`src/rtl/adler32_check_if.sv`:
```
// Byte-stream handshake into the Adler-32 checker.
// Transfer happens on data_valid & in_ready.
interface adler32_check_if;
    logic       data_valid;
    logic       last_data;
    logic [7:0] data;
    logic       in_ready;

    modport master (
        output data_valid,
        output last_data,
        output data,
        input  in_ready
    );

    modport slave (
        input  data_valid,
        input  last_data,
        input  data,
        output in_ready
    );
endinterface

```
`src/rtl/adler32_check.sv`:
```
// Adler-32 payload checker: sums payload, captures 4-byte big-endian trailer, compares.
// Optional ADLER32_CHECK_ERRCNT_EN adds a saturating mismatch counter (err_count).
module adler32_check #(
    parameter int unsigned MODULUS = 65521
) (
    input  logic          clock,
    input  logic          rst,
    adler32_check_if.slave bus,
    output logic          check_done,
    output logic          check_pass,
    output logic [31:0]   checksum
`ifdef ADLER32_CHECK_ERRCNT_EN
    ,
    output logic [15:0]   err_count
`endif
);

    typedef enum logic [1:0] {
        PAYLOAD = 2'd0,
        TRAILER = 2'd1,
        DONE    = 2'd2
    } state_t;

    localparam logic [16:0] MOD17 = 17'(MODULUS);

    state_t      state;
    state_t      state_d;
    logic [15:0] a;
    logic [15:0] a_d;
    logic [15:0] b;
    logic [15:0] b_d;
    logic [15:0] a_acc;
    logic [15:0] b_acc;
    logic [31:0] trl;
    logic [31:0] trl_d;
    logic [1:0]  idx;
    logic [1:0]  idx_d;
    logic        pass_q;
    logic        pass_d;
    logic        take;

    // Both operands are below MODULUS, so one subtract fully reduces.
    function automatic logic [15:0] mod_add(
        input logic [15:0] x,
        input logic [15:0] y
    );
        logic [16:0] s;
        s = {1'b0, x} + {1'b0, y};
        if (s >= MOD17) begin
            s = s - MOD17;
        end
        return s[15:0];
    endfunction

    assign bus.in_ready = (state != DONE);
    assign take         = bus.data_valid & bus.in_ready;
    assign check_done   = (state == DONE);
    assign check_pass   = pass_q;
    assign checksum     = {b, a};

    always_ff @(posedge clock or posedge rst) begin
        if (rst) begin
            state  <= PAYLOAD;
            a      <= 16'h0001;
            b      <= 16'h0000;
            trl    <= 32'h0;
            idx    <= 2'd0;
            pass_q <= 1'b0;
        end else begin
            state  <= state_d;
            a      <= a_d;
            b      <= b_d;
            trl    <= trl_d;
            idx    <= idx_d;
            pass_q <= pass_d;
        end
    end

    always_comb begin
        state_d = state;
        a_d     = a;
        b_d     = b;
        trl_d   = trl;
        idx_d   = idx;
        pass_d  = pass_q;
        a_acc   = mod_add(a, {8'h00, bus.data});
        b_acc   = mod_add(b, a_acc);
        unique case (state)
            PAYLOAD: begin
                if (take) begin
                    a_d = a_acc;
                    b_d = b_acc;
                    if (bus.last_data) begin
                        state_d = TRAILER;
                    end
                end
            end
            TRAILER: begin
                if (take) begin
                    // ~idx == 3-idx: first trailer byte lands in [31:24]
                    trl_d[{~idx, 3'b000} +: 8] = bus.data;
                    idx_d = idx + 2'd1;
                    if (idx == 2'd3) begin
                        state_d = DONE;
                        pass_d  = (trl_d == {b, a});
                    end
                end
            end
            DONE: begin
                state_d = PAYLOAD;
                a_d     = 16'h0001;
                b_d     = 16'h0000;
                idx_d   = 2'd0;
            end
            default: begin
                state_d = PAYLOAD;
            end
        endcase
    end

`ifdef ADLER32_CHECK_ERRCNT_EN
    always_ff @(posedge clock or posedge rst) begin
        if (rst) begin
            err_count <= 16'h0000;
        end else if (check_done && !pass_q && err_count != 16'hFFFF) begin
            err_count <= err_count + 16'd1;
        end
    end
`endif

endmodule

```
`src/flat_wrapper.sv`:
```
// flat-port wrapper written by rule: the top's interface ports become plain ports
module adler32_check_flat 
#(
    parameter int unsigned MODULUS = 65521
)
  (clock, rst, check_done, check_pass, checksum, bus_data_valid, bus_last_data, bus_data, bus_in_ready);
  adler32_check_if bus_i ();
  input  logic clock;
  input  logic rst;
  output logic check_done;
  output logic check_pass;
  output logic [31:0] checksum;
  input wire logic [$bits(bus_i.data_valid)-1:0] bus_data_valid;
  input wire logic [$bits(bus_i.last_data)-1:0] bus_last_data;
  input wire logic [$bits(bus_i.data)-1:0] bus_data;
  output wire logic [$bits(bus_i.in_ready)-1:0] bus_in_ready;
  assign bus_i.data_valid = bus_data_valid;
  assign bus_i.last_data = bus_last_data;
  assign bus_i.data = bus_data;
  assign bus_in_ready = bus_i.in_ready;
  adler32_check #(.MODULUS(MODULUS)) u_core (.clock(clock), .rst(rst), .bus(bus_i), .check_done(check_done), .check_pass(check_pass), .checksum(checksum));
endmodule
```
`config.mk`:
```
export PLATFORM = sky130hd
export DESIGN_NAME = adler32_check_flat
export DESIGN_NICKNAME = d
export VERILOG_FILES = /design/src/rtl/adler32_check_if.sv /design/src/rtl/adler32_check.sv /design/src/flat_wrapper.sv
export SDC_FILE = /design/constraint.sdc
export NUM_CORES = 1
export LEC_CHECK = 0
export ABC_AREA = 1
export BUFFER_PORTS_ARGS = -buffer_cell sky130_fd_sc_hd__buf_4
export CAP_MARGIN = 20
export CORE_MARGIN = 3
export CORE_UTILIZATION = 50
export DETAILED_ROUTE_END_ITERATION = 16
export GPL_ROUTABILITY_DRIVEN = 0
export HOLD_SLACK_MARGIN = 0.15
export PLACE_DENSITY = 0.83
export SLEW_MARGIN = 30
export SYNTH_ARGS = -nofsm -noshare
export SYNTH_HDL_FRONTEND = slang
export SYNTH_SLANG_ARGS = --single-unit
```
`constraint.sdc`:
```
create_clock -name clock -period 4.42 [get_ports clock]
set_input_delay 0.442 -clock clock [delete_from_list [all_inputs] [get_ports clock]]
set_output_delay 0.442 -clock clock [all_outputs]
set_load 0.05 [all_outputs]
```
======== After elaboration in Yosys (flattened, before gate mapping) ========
Cells that the tools add are included.
storage, ports and cells
  bits in registers ....................... 69
  latch bits .............................. 0
  RAM bits ................................ 0
  ROM bits ................................ 0
  input bits .............................. 12
  output and inout bits ................... 35
  logic and storage cells ................. 49
  memories kept ........................... 0
cells by class
  $add $sub $neg .......................... 6
  multipliers ............................. 0
  div/mod/pow operators ................... 0
  order comparisons ....................... 2
  equal/unequal tests ..................... 9
  shift-type cells ........................ 2
  mux-type cells .......................... 14
  bitwise logic cells ..................... 2
  reductions and logical operators ........ 8
operators with widths
  kind                                                                  count
  two-way mux 16 bit                                                    4
  one-hot mux 16 bit (2 select lines)                                   2
  greater-or-equal comparator 17 x 16 -> 1 bit (second input constant)  2
  bitwise mux 32 bit                                                    1
  equality test 32 bit                                                  1
  variable shift 8 x 7 -> 32 bit (first input constant)                 1
  indexed part select 8 x 7 -> 32 bit                                   1
  subtractor 16 bit (second input constant)                             2
  adder 16 x 16 -> 17 bit                                               1
  adder 16 x 8 -> 17 bit                                                1
  two-way mux 2 bit                                                     5
  one-hot mux 2 bit (2 select lines)                                    2
  negator 5 -> 7 bit                                                    1
  != test 2 x 1 -> 1 bit (second input constant)                        3
  AND reduction 2 bit                                                   3
  equality test 2 bit (second input constant)                           2
  != test 2 bit (second input constant)                                 2
  AND reduction 4 bit                                                   1
  nonzero test 2 bit                                                    2
  AND reduction 3 bit                                                   1
  adder 2 x 1 -> 2 bit (second input constant)                          1
  equality test 2 x 1 -> 1 bit (second input constant)                  1
  logical NOT 2 bit                                                     1
  inverter 2 bit                                                        1
  AND 1 bit                                                             1

======== Logic depth before layout (Yosys ltp) ========
Gate-level depths: netlist (run 1).
  word-level depth ........................ 8
  mapped depth ............................ 38
  gate-level depth less buffers ........... 37

======== Worst setup path after synthesis (run 1) ========
No wires, ideal clock.
  kind .................................... register to register
  start point ............................. reg u_core.a[1]
  end point ............................... reg u_core.b[11]
  arrival time ............................ 4.358 ns
  required time ........................... 4.302 ns
  path slack .............................. -0.056 ns
  stages on the path, launching flop included .. 33
  clock period less this slack ............ 4.476 ns
  cell sequence ........................... dfrtp_1 > fa_1 > or2_2 > nand2_1 > nand2_1 > nor2_1 > nand2_1 > nand2_1 > nor2_2 > nand3_2 > buf_6 > nand4_1 > nand2_1 > ha_1 > inv_1 > fa_1 > inv_1 > nand3_1 > nand2_1 > nand2_1 > nand2_1 > nand2_1 > nand2_2 > nand2_2 > nor2_4 > nand2_2 > nand2_2 > nand3_4 > nand2_4 > buf_6 > nand3_1 > nand3_1 > nand2_1
on the way
  longest elaborated chain between the ends .. 8
  elaborated cells on any way between the ends .. 10
  classes of those cells .................. 4 x add/sub; 2 x order compare; 4 x mux
RTL lines
  what                                                                               line                                      source
  from (decl)                                                                        adler32_check.sv:28                       logic [15:0] a;
  from (signal assigned)                                                             adler32_check.sv:64                       a <= 16'h0001;
  from (signal assigned)                                                             adler32_check.sv:71                       a <= a_d;
  adder 16 x 8 -> 17 bit (*)                                                         adler32_check.sv:48                       s = {1'b0, x} + {1'b0, y};
  subtractor 16 bit or greater-or-equal comparator 17 x 16 -> 1 bit (tied branches)  adler32_check.sv:50, adler32_check.sv:49
  two-way mux 16 bit (*)                                                             adler32_check.sv:49                       if (s >= MOD17) begin
  adder 16 x 16 -> 17 bit (*)                                                        adler32_check.sv:48
  subtractor 16 bit or greater-or-equal comparator 17 x 16 -> 1 bit (tied branches)  adler32_check.sv:50, adler32_check.sv:49
  two-way mux 16 bit (*)                                                             adler32_check.sv:49
  two-way mux 16 bit (*)                                                             adler32_check.sv:90                       if (take) begin
  one-hot mux 16 bit (2 select lines) (*)                                            adler32_check.sv:88                       unique case (state)
  to (signal assigned)                                                               adler32_check.sv:65                       b <= 16'h0000;
  to (signal assigned)                                                               adler32_check.sv:72                       b <= b_d;
  to (decl)                                                                          adler32_check.sv:30                       logic [15:0] b;
Mark *: on every way between the ends. The rest lies on a longest branch, timed or not. The select of a mux whose other input is x is not followed.
A chain may end at the register's enable or synchronous reset.

======== Worst setup path in the final report (run 1) ========
  start point ............................. reg u_core.a[3]
  end point ............................... reg u_core.b[4]
The elaborated chain is that of the path after synthesis.

==> results of run 1 <==
## worst max-delay path, delay by kind of cell, from the launching register on
| family | cells | cell delay (ps) |
|---|---|---|
| AND/OR/NAND/NOR | 23 | 2680 |
| adder cells (fa/ha/maj) | 2 | 780 |
| AO/OA/AOI/OAI | 2 | 290 |
| flip-flops | 1 | 380 |
| buffers and inverters | 3 | 230 |
## metal layers
metal | vias to the layer above | GRT usage, % | wire [um]
li1 | 3551 | - | -
met1 | 3441 | 38.88 | 8712
met2 | 479 | 48.37 | 10620
met3 | 101 | 2.853 | 2016
met4 | 0 | 10.74 | 968
met5 | - | 0 | 0
## layout make-up
type	instances	area, um^2	share of cell area, %
Timing Repair Buffer	154	1184	13.69
Tap cell	172	215.2	2.490
Clock buffer	10	229.0	2.649
Clock inverter	6	93.84	1.086
Sequential cell	69	1730	20.02
Inverter	178	670.6	7.758
Multi-Input combinational cell	750	4522	52.31
## kinds of logic (layout without fill, tap and decap cells)
kind of cell,Yosys count,after routing,share of synthesized area (%)
buffers and inverters,200,348,11.97
DFF,69,69,26.50
AOI/OAI and AO/OA,123,123,11.32
xor gates and xnor gates,31,31,4.163
adders and majority gates,37,37,7.329
and+or+nand+nor,557,559,38.72
## synthesized netlist by cell type, types with 10 or more instances
cell        n  area (um^2)
nand4_1    34        212.7
xor2_1     19        166.4
nand2_2    24        150.1
o21ai_1    10        50.05
inv_1     169        634.4
o21ai_0    41        205.2
nor2_2     14        87.58
clkbuf_1   14        52.55
xnor2_1    12        105.1
o22ai_1    32        200.2
nand2_1   330         1239
dfrtp_1    68         1702
nand3_1    69        345.3
a21oi_1    18        90.09
ha_1       35        437.9
nor2_1     48        180.2
## per-stage QoR
step / std cells / util (%) / instance area, um^2 / TNS (ps) / worst slack (ps)
2_1_floorplan: 1017 / - / 6525 / 0 / 1.950
3_3_place_gp: 1308 / 60.66 / 7686 / -1381 / -125.8
3_5_place_dp: 1308 / 60.66 / 7686 / -3789 / -280.2
4_1_cts: 1327 / 64.03 / 8113 / 0 / 17.20
5_1_grt: 1339 / 68.22 / 8645 / -4023 / -295.0
6_report: 1339 / 68.22 / 8645 / -19.39 / -19.39
## worst paths after layout
check	to	slack, ps	cells after the start
min in group clock	u_core.state[0]$_DFFE_PP0P_	410	3
min reg2reg	u_core.check_pass$_DFFE_PP0P_	510	2
max in group asynchronous	u_core.check_pass$_DFFE_PP0P_	3240	3
max	u_core.b[4]$_DFFE_PP0P_	-20	30
min	u_core.b[12]$_DFFE_PP0P_	260	2
max reg2reg	u_core.b[4]$_DFFE_PP0P_	-20	30
## registers in the layout, summed over array words and instances, names as in the netlist
name and count:
u_core.check_pass 1, u_core.trl 32, u_core.idx 2, u_core.b 16
u_core.a 16, u_core.state 2
## placed cells by master (no fill, tap or decap), types with 3 or more instances in the layout
master / instances
or2_2: 6
nor2_1: 37
inv_1: 162
nor2_4: 12
ha_4: 13
and2_1: 3
o32ai_1: 3
buf_6: 4
xnor2_1: 12
o22ai_1: 32
nor3_1: 5
dfrtp_1: 66
o21ai_1: 9
a21oi_1: 10
buf_4: 149
ha_1: 20
nand2_1: 294
nand3_4: 3
xor2_1: 19
o21ai_2: 9
o21ai_0: 41
inv_2: 13
nand3_2: 14
nand2_4: 8
nand3_1: 57
inv_6: 3
nor2_2: 16
clkbuf_16: 9
nand3b_1: 7
a21oi_2: 9
nand2_2: 55
nand4_1: 34
## what timing repair did
item / 4_1_cts / 5_1_grt
hold buffers: 0 / 0
endpoints found under the setup margin: 13 / 16
gates cloned: 2 / 0
resized for setup: 14 / 108
buffers inserted: 1 / 12
pin swaps: 5 / 46
==> impl_metrics.py, run 1 <==
metrics = {
    "sta": {
        "finalHoldViolCount": 0,
        "min_period_ps": 4439,
        "max_slew.worst_pin.slew_ps": 801.4,
        "rsz0062_at_grt": "yes",
        "timing.final.ws_setup_ps": -19.39,
        "maxSlewViolCount": 0,
        "skew_ps": 6.443,
        "timing.fmax_mhz": 225.3,
        "hold_ws_ps": 257.6,
        "relSlewSlack_pct": 46.44,
        "final.period_utilization_pct": 100.4,
        "setup_viol": 1,
    },
    "routing": {
        "drt_wl_total_mm": 22.31,
        "num_vias": 7572,
        "wl_per_cell_um": 16.66,
        "drc": 0,
        "vias_per_cell": 5.655,
        "dr.first_iter.drc_count": 997,
        "drtPass1Iterations": 6,
        "antenna_left": 0,
    },
    "outcome": {
        "violations": "negative setup slack",
        "status": "finished with violations",
    },
    "setup_path": {
        "cp-end-kind": "flop",
        "path_max_fanout": 6,
        "critPathKind": "reg -> reg",
        "r2r-start": "u_core.a[3]$_DFFE_PP0P_",
        "cpMaxStageDelayCell": "ha_2",
        "worst_setup_path_start_kind": "flop",
        "cp_slowest_stage_delay_ps": 410,
        "crit_path_frequent_cell": "nand2_1",
        "critPathLaunch": "u_core.a[3]$_DFFE_PP0P_",
        "critPathArrivalTime_ps": 4710,
        "crit_required_ps": 4690,
    },
    "floorplanning": {
        "io_pins": 47,
        "fp.dieH_um": 120.2,
        "initial_core_util_pct": 51.47,
        "die_w_um": 120.2,
        "dieArea_um2": 14450,
        "core_area_um2": 12670,
        "rows": 41,
    },
    "logic_synthesis": {
        "syn_inst": 1017,
        "netlist_area_um2": 6521,
        "yosys_most_used_dff": "dfrtp_1",
        "synth-seq-cells": 69,
        "syn_nets": 1066,
        "ys_async_sr_fraction_pct": 100.0,
        "synth_cell_type_count": 47,
        "syn_avg_cell_area_um2": 6.412,
        "synth_edf_count": 0,
        "ys_warn_count": 0,
        "ys_seq_area_share_pct": 26.50,
    },
    "min_path": {
        "hold_class": "in -> async",
    },
    "clock_tree": {
        "cts.reportedPaths.clkPinSlew_ps": 60,
        "htreeDepth": 3,
        "clkLatencyLatePin_ps": 340,
        "numCtsBuffers": 9,
        "cts_tree": "done",
        "clock_sinks": 69,
        "clock_path_buffers": 2,
        "root_buffer": "clkbuf_16",
    },
    "flow_run": {
        "max_cap_violations": 0,
    },
    "cells_and_area": {
        "fin_nets": 1211,
        "area_delta_synth_final_pct": 32.56,
        "diodes": 0,
        "drive_gt1_share_pct": 29.22,
        "fillCellCount": 971,
    },
    "global_routing": {
        "grt_pass1_wl_mm": 33.19,
        "grt_pass1_vias": 6722,
        "grt_antenna_before_repair": 0,
        "grt_max_degree": 64,
        "grt-ovfl-total": 0,
        "grt_usage_pct": 28.88,
    },
    "placed_design": {
        "place.port_buffers": 46,
        "dp_hpwl_mm": 15.91,
    },
}
Power of run 1 is left out: the tool's default activity adds up to more than one toggle a clock period on the data nets, which glitch-free logic cannot reach.
==> run 2: changes to the inputs <==
- CORE_UTILIZATION: 50 -> 56
- PLACE_DENSITY: 0.83 -> 0.9
- SKIP_CTS_REPAIR_TIMING: default -> 1
==> impl_metrics.py, run 2 (synthesized netlist as in run 1, its figures left out) <==
metrics = {
    "global_routing": {
        "grt_pass1_wl_mm": 33.22,
        "grt_pass1_vias": 6915,
        "grt_antenna_before_repair": 0,
        "grt_max_degree": 64,
        "grt-ovfl-total": 0,
        "grt_usage_pct": 32.09,
    },
    "floorplanning": {
        "die_w_um": 113.9,
        "dieArea_um2": 12980,
        "fp.dieH_um": 113.9,
        "rows": 38,
        "core_area_um2": 11130,
        "io_pins": 47,
        "initial_core_util_pct": 58.61,
    },
    "routing": {
        "dr.first_iter.drc_count": 1391,
        "vias_per_cell": 6.267,
        "met3_length_mm": 3.305,
        "drt_wl_total_mm": 26.05,
        "m1WireLength_mm": 8.887,
        "num_vias": 8229,
        "wl_met2_mm": 11.63,
        "drtPass1Iterations": 6,
        "top_layer_used": "met4",
        "drc": 0,
        "wl_per_cell_um": 19.84,
        "antenna_left": 0,
    },
    "setup_path": {
        "crit_required_ps": 4640,
        "reg2regPathDepth": 34,
        "worst_setup_path_start_kind": "flop",
        "critPathArrivalTime_ps": 5080,
        "critPathKind": "reg -> reg",
        "path_max_fanout": 10,
        "cpMaxStageDelayCell": "fa_2",
        "cp-end-kind": "flop",
        "cp_slowest_stage_delay_ps": 400,
        "crit_path_frequent_cell": "nand2_1",
    },
    "min_path": {
        "hold_class": "in -> async",
    },
    "sta": {
        "skew_ps": 14.78,
        "timing.fmax_mhz": 205.7,
        "setup_viol": 16,
        "tns_ps": -5673,
        "min_period_ps": 4861,
        "timing.final.ws_setup_ps": -441.1,
        "final.period_utilization_pct": 110.0,
        "max_slew.worst_pin.slew_ps": 842.0,
        "rsz0062_at_grt": "yes",
        "maxSlewViolCount": 0,
        "relSlewSlack_pct": 43.79,
        "finalHoldViolCount": 0,
    },
    "cells_and_area": {
        "drive_gt1_share_pct": 30.43,
        "mostFrequentLayoutCells": "nand2_1, inv_1, buf_4, dfrtp_1, nand3_1",
        "area_delta_synth_final_pct": 34.08,
        "largest_register_ffs": 32,
        "diodes": 0,
        "fin_nets": 1217,
        "max_flop_register": "u_core.trl",
        "reg_top3": "u_core.trl (32), u_core.a (16), u_core.b (16)",
        "layout_commonest_cell": "nand2_1",
    },
    "placed_design": {
        "dp_hpwl_mm": 15.85,
        "dp_worst_setup_slack_ps": -349.3,
        "place.port_buffers": 46,
    },
    "clock_tree": {
        "htreeDepth": 3,
        "clock_sinks": 69,
        "root_buffer": "clkbuf_16",
        "numCtsBuffers": 9,
        "cts_tree": "done",
        "clkLatencyLatePin_ps": 350,
        "clock_path_buffers": 2,
        "cts.reportedPaths.clkPinSlew_ps": 70,
    },
    "flow_run": {
        "max_cap_violations": 0,
    },
    "outcome": {
        "violations": "negative setup slack",
        "status": "finished with violations",
    },
}
## run 2: path summary, 6_finish.rpt
kind	slack, ps	start	end
hold / removal	280	rst	u_core.b[12]$_DFFE_PP0P_
setup / recovery	-440	u_core.a[0]$_DFFE_PP1P_	u_core.b[0]$_DFFE_PP0P_
max in group asynchronous	3190	rst	u_core.a[0]$_DFFE_PP1P_
min in group clock	400	bus_last_data	u_core.state[0]$_DFFE_PP0P_
setup reg to reg	-440	u_core.a[0]$_DFFE_PP1P_	u_core.b[0]$_DFFE_PP0P_
hold reg to reg	500	u_core.trl[13]$_DFFE_PP0P_	u_core.trl[13]$_DFFE_PP0P_
## run 2: metrics by stage
step | cells | hold slack (ps) | utilization [%] | area [um^2]
finish | 1313 | 280.1 | 78.59 | 8743
global route | 1313 | 372.5 | 78.59 | 8743
CTS | 1293 | 308.2 | 71.81 | 7989
detailed placement | 1277 | 481.2 | 68.81 | 7656
global placement | 1277 | 473.6 | 68.79 | 7654
floorplan | 1017 | 453.4 | - | 6525
## run 2: area by class of cell
cell class / count / area [um^2]
multi-input combinational: 750 / 4619
fill: 656 / 2382
sequential: 69 / 1730
timing repair buffer: 160 / 1212
inverter: 178 / 673.1
clock buffer: 10 / 239.0
tap: 140 / 175.2
clock inverter: 6 / 93.84
## run 2: critical path: cells and delay by family, from the launching register on
family	cells	cell delay [ps]
flip-flops	1	390
buffers and inverters	5	480
adder cells (fa/ha/maj)	3	840
AND/OR/NAND/NOR	26	2980
## run 2: layer usage
layer / track usage, % / vias to the layer above
met2: 51.86 / 758
li1: - / 3566
met1: 42.30 / 3680
met5: 0 / -
met3: 4.562 / 225
met4: 15.68 / 0
Power of run 2 is left out for the same reason.
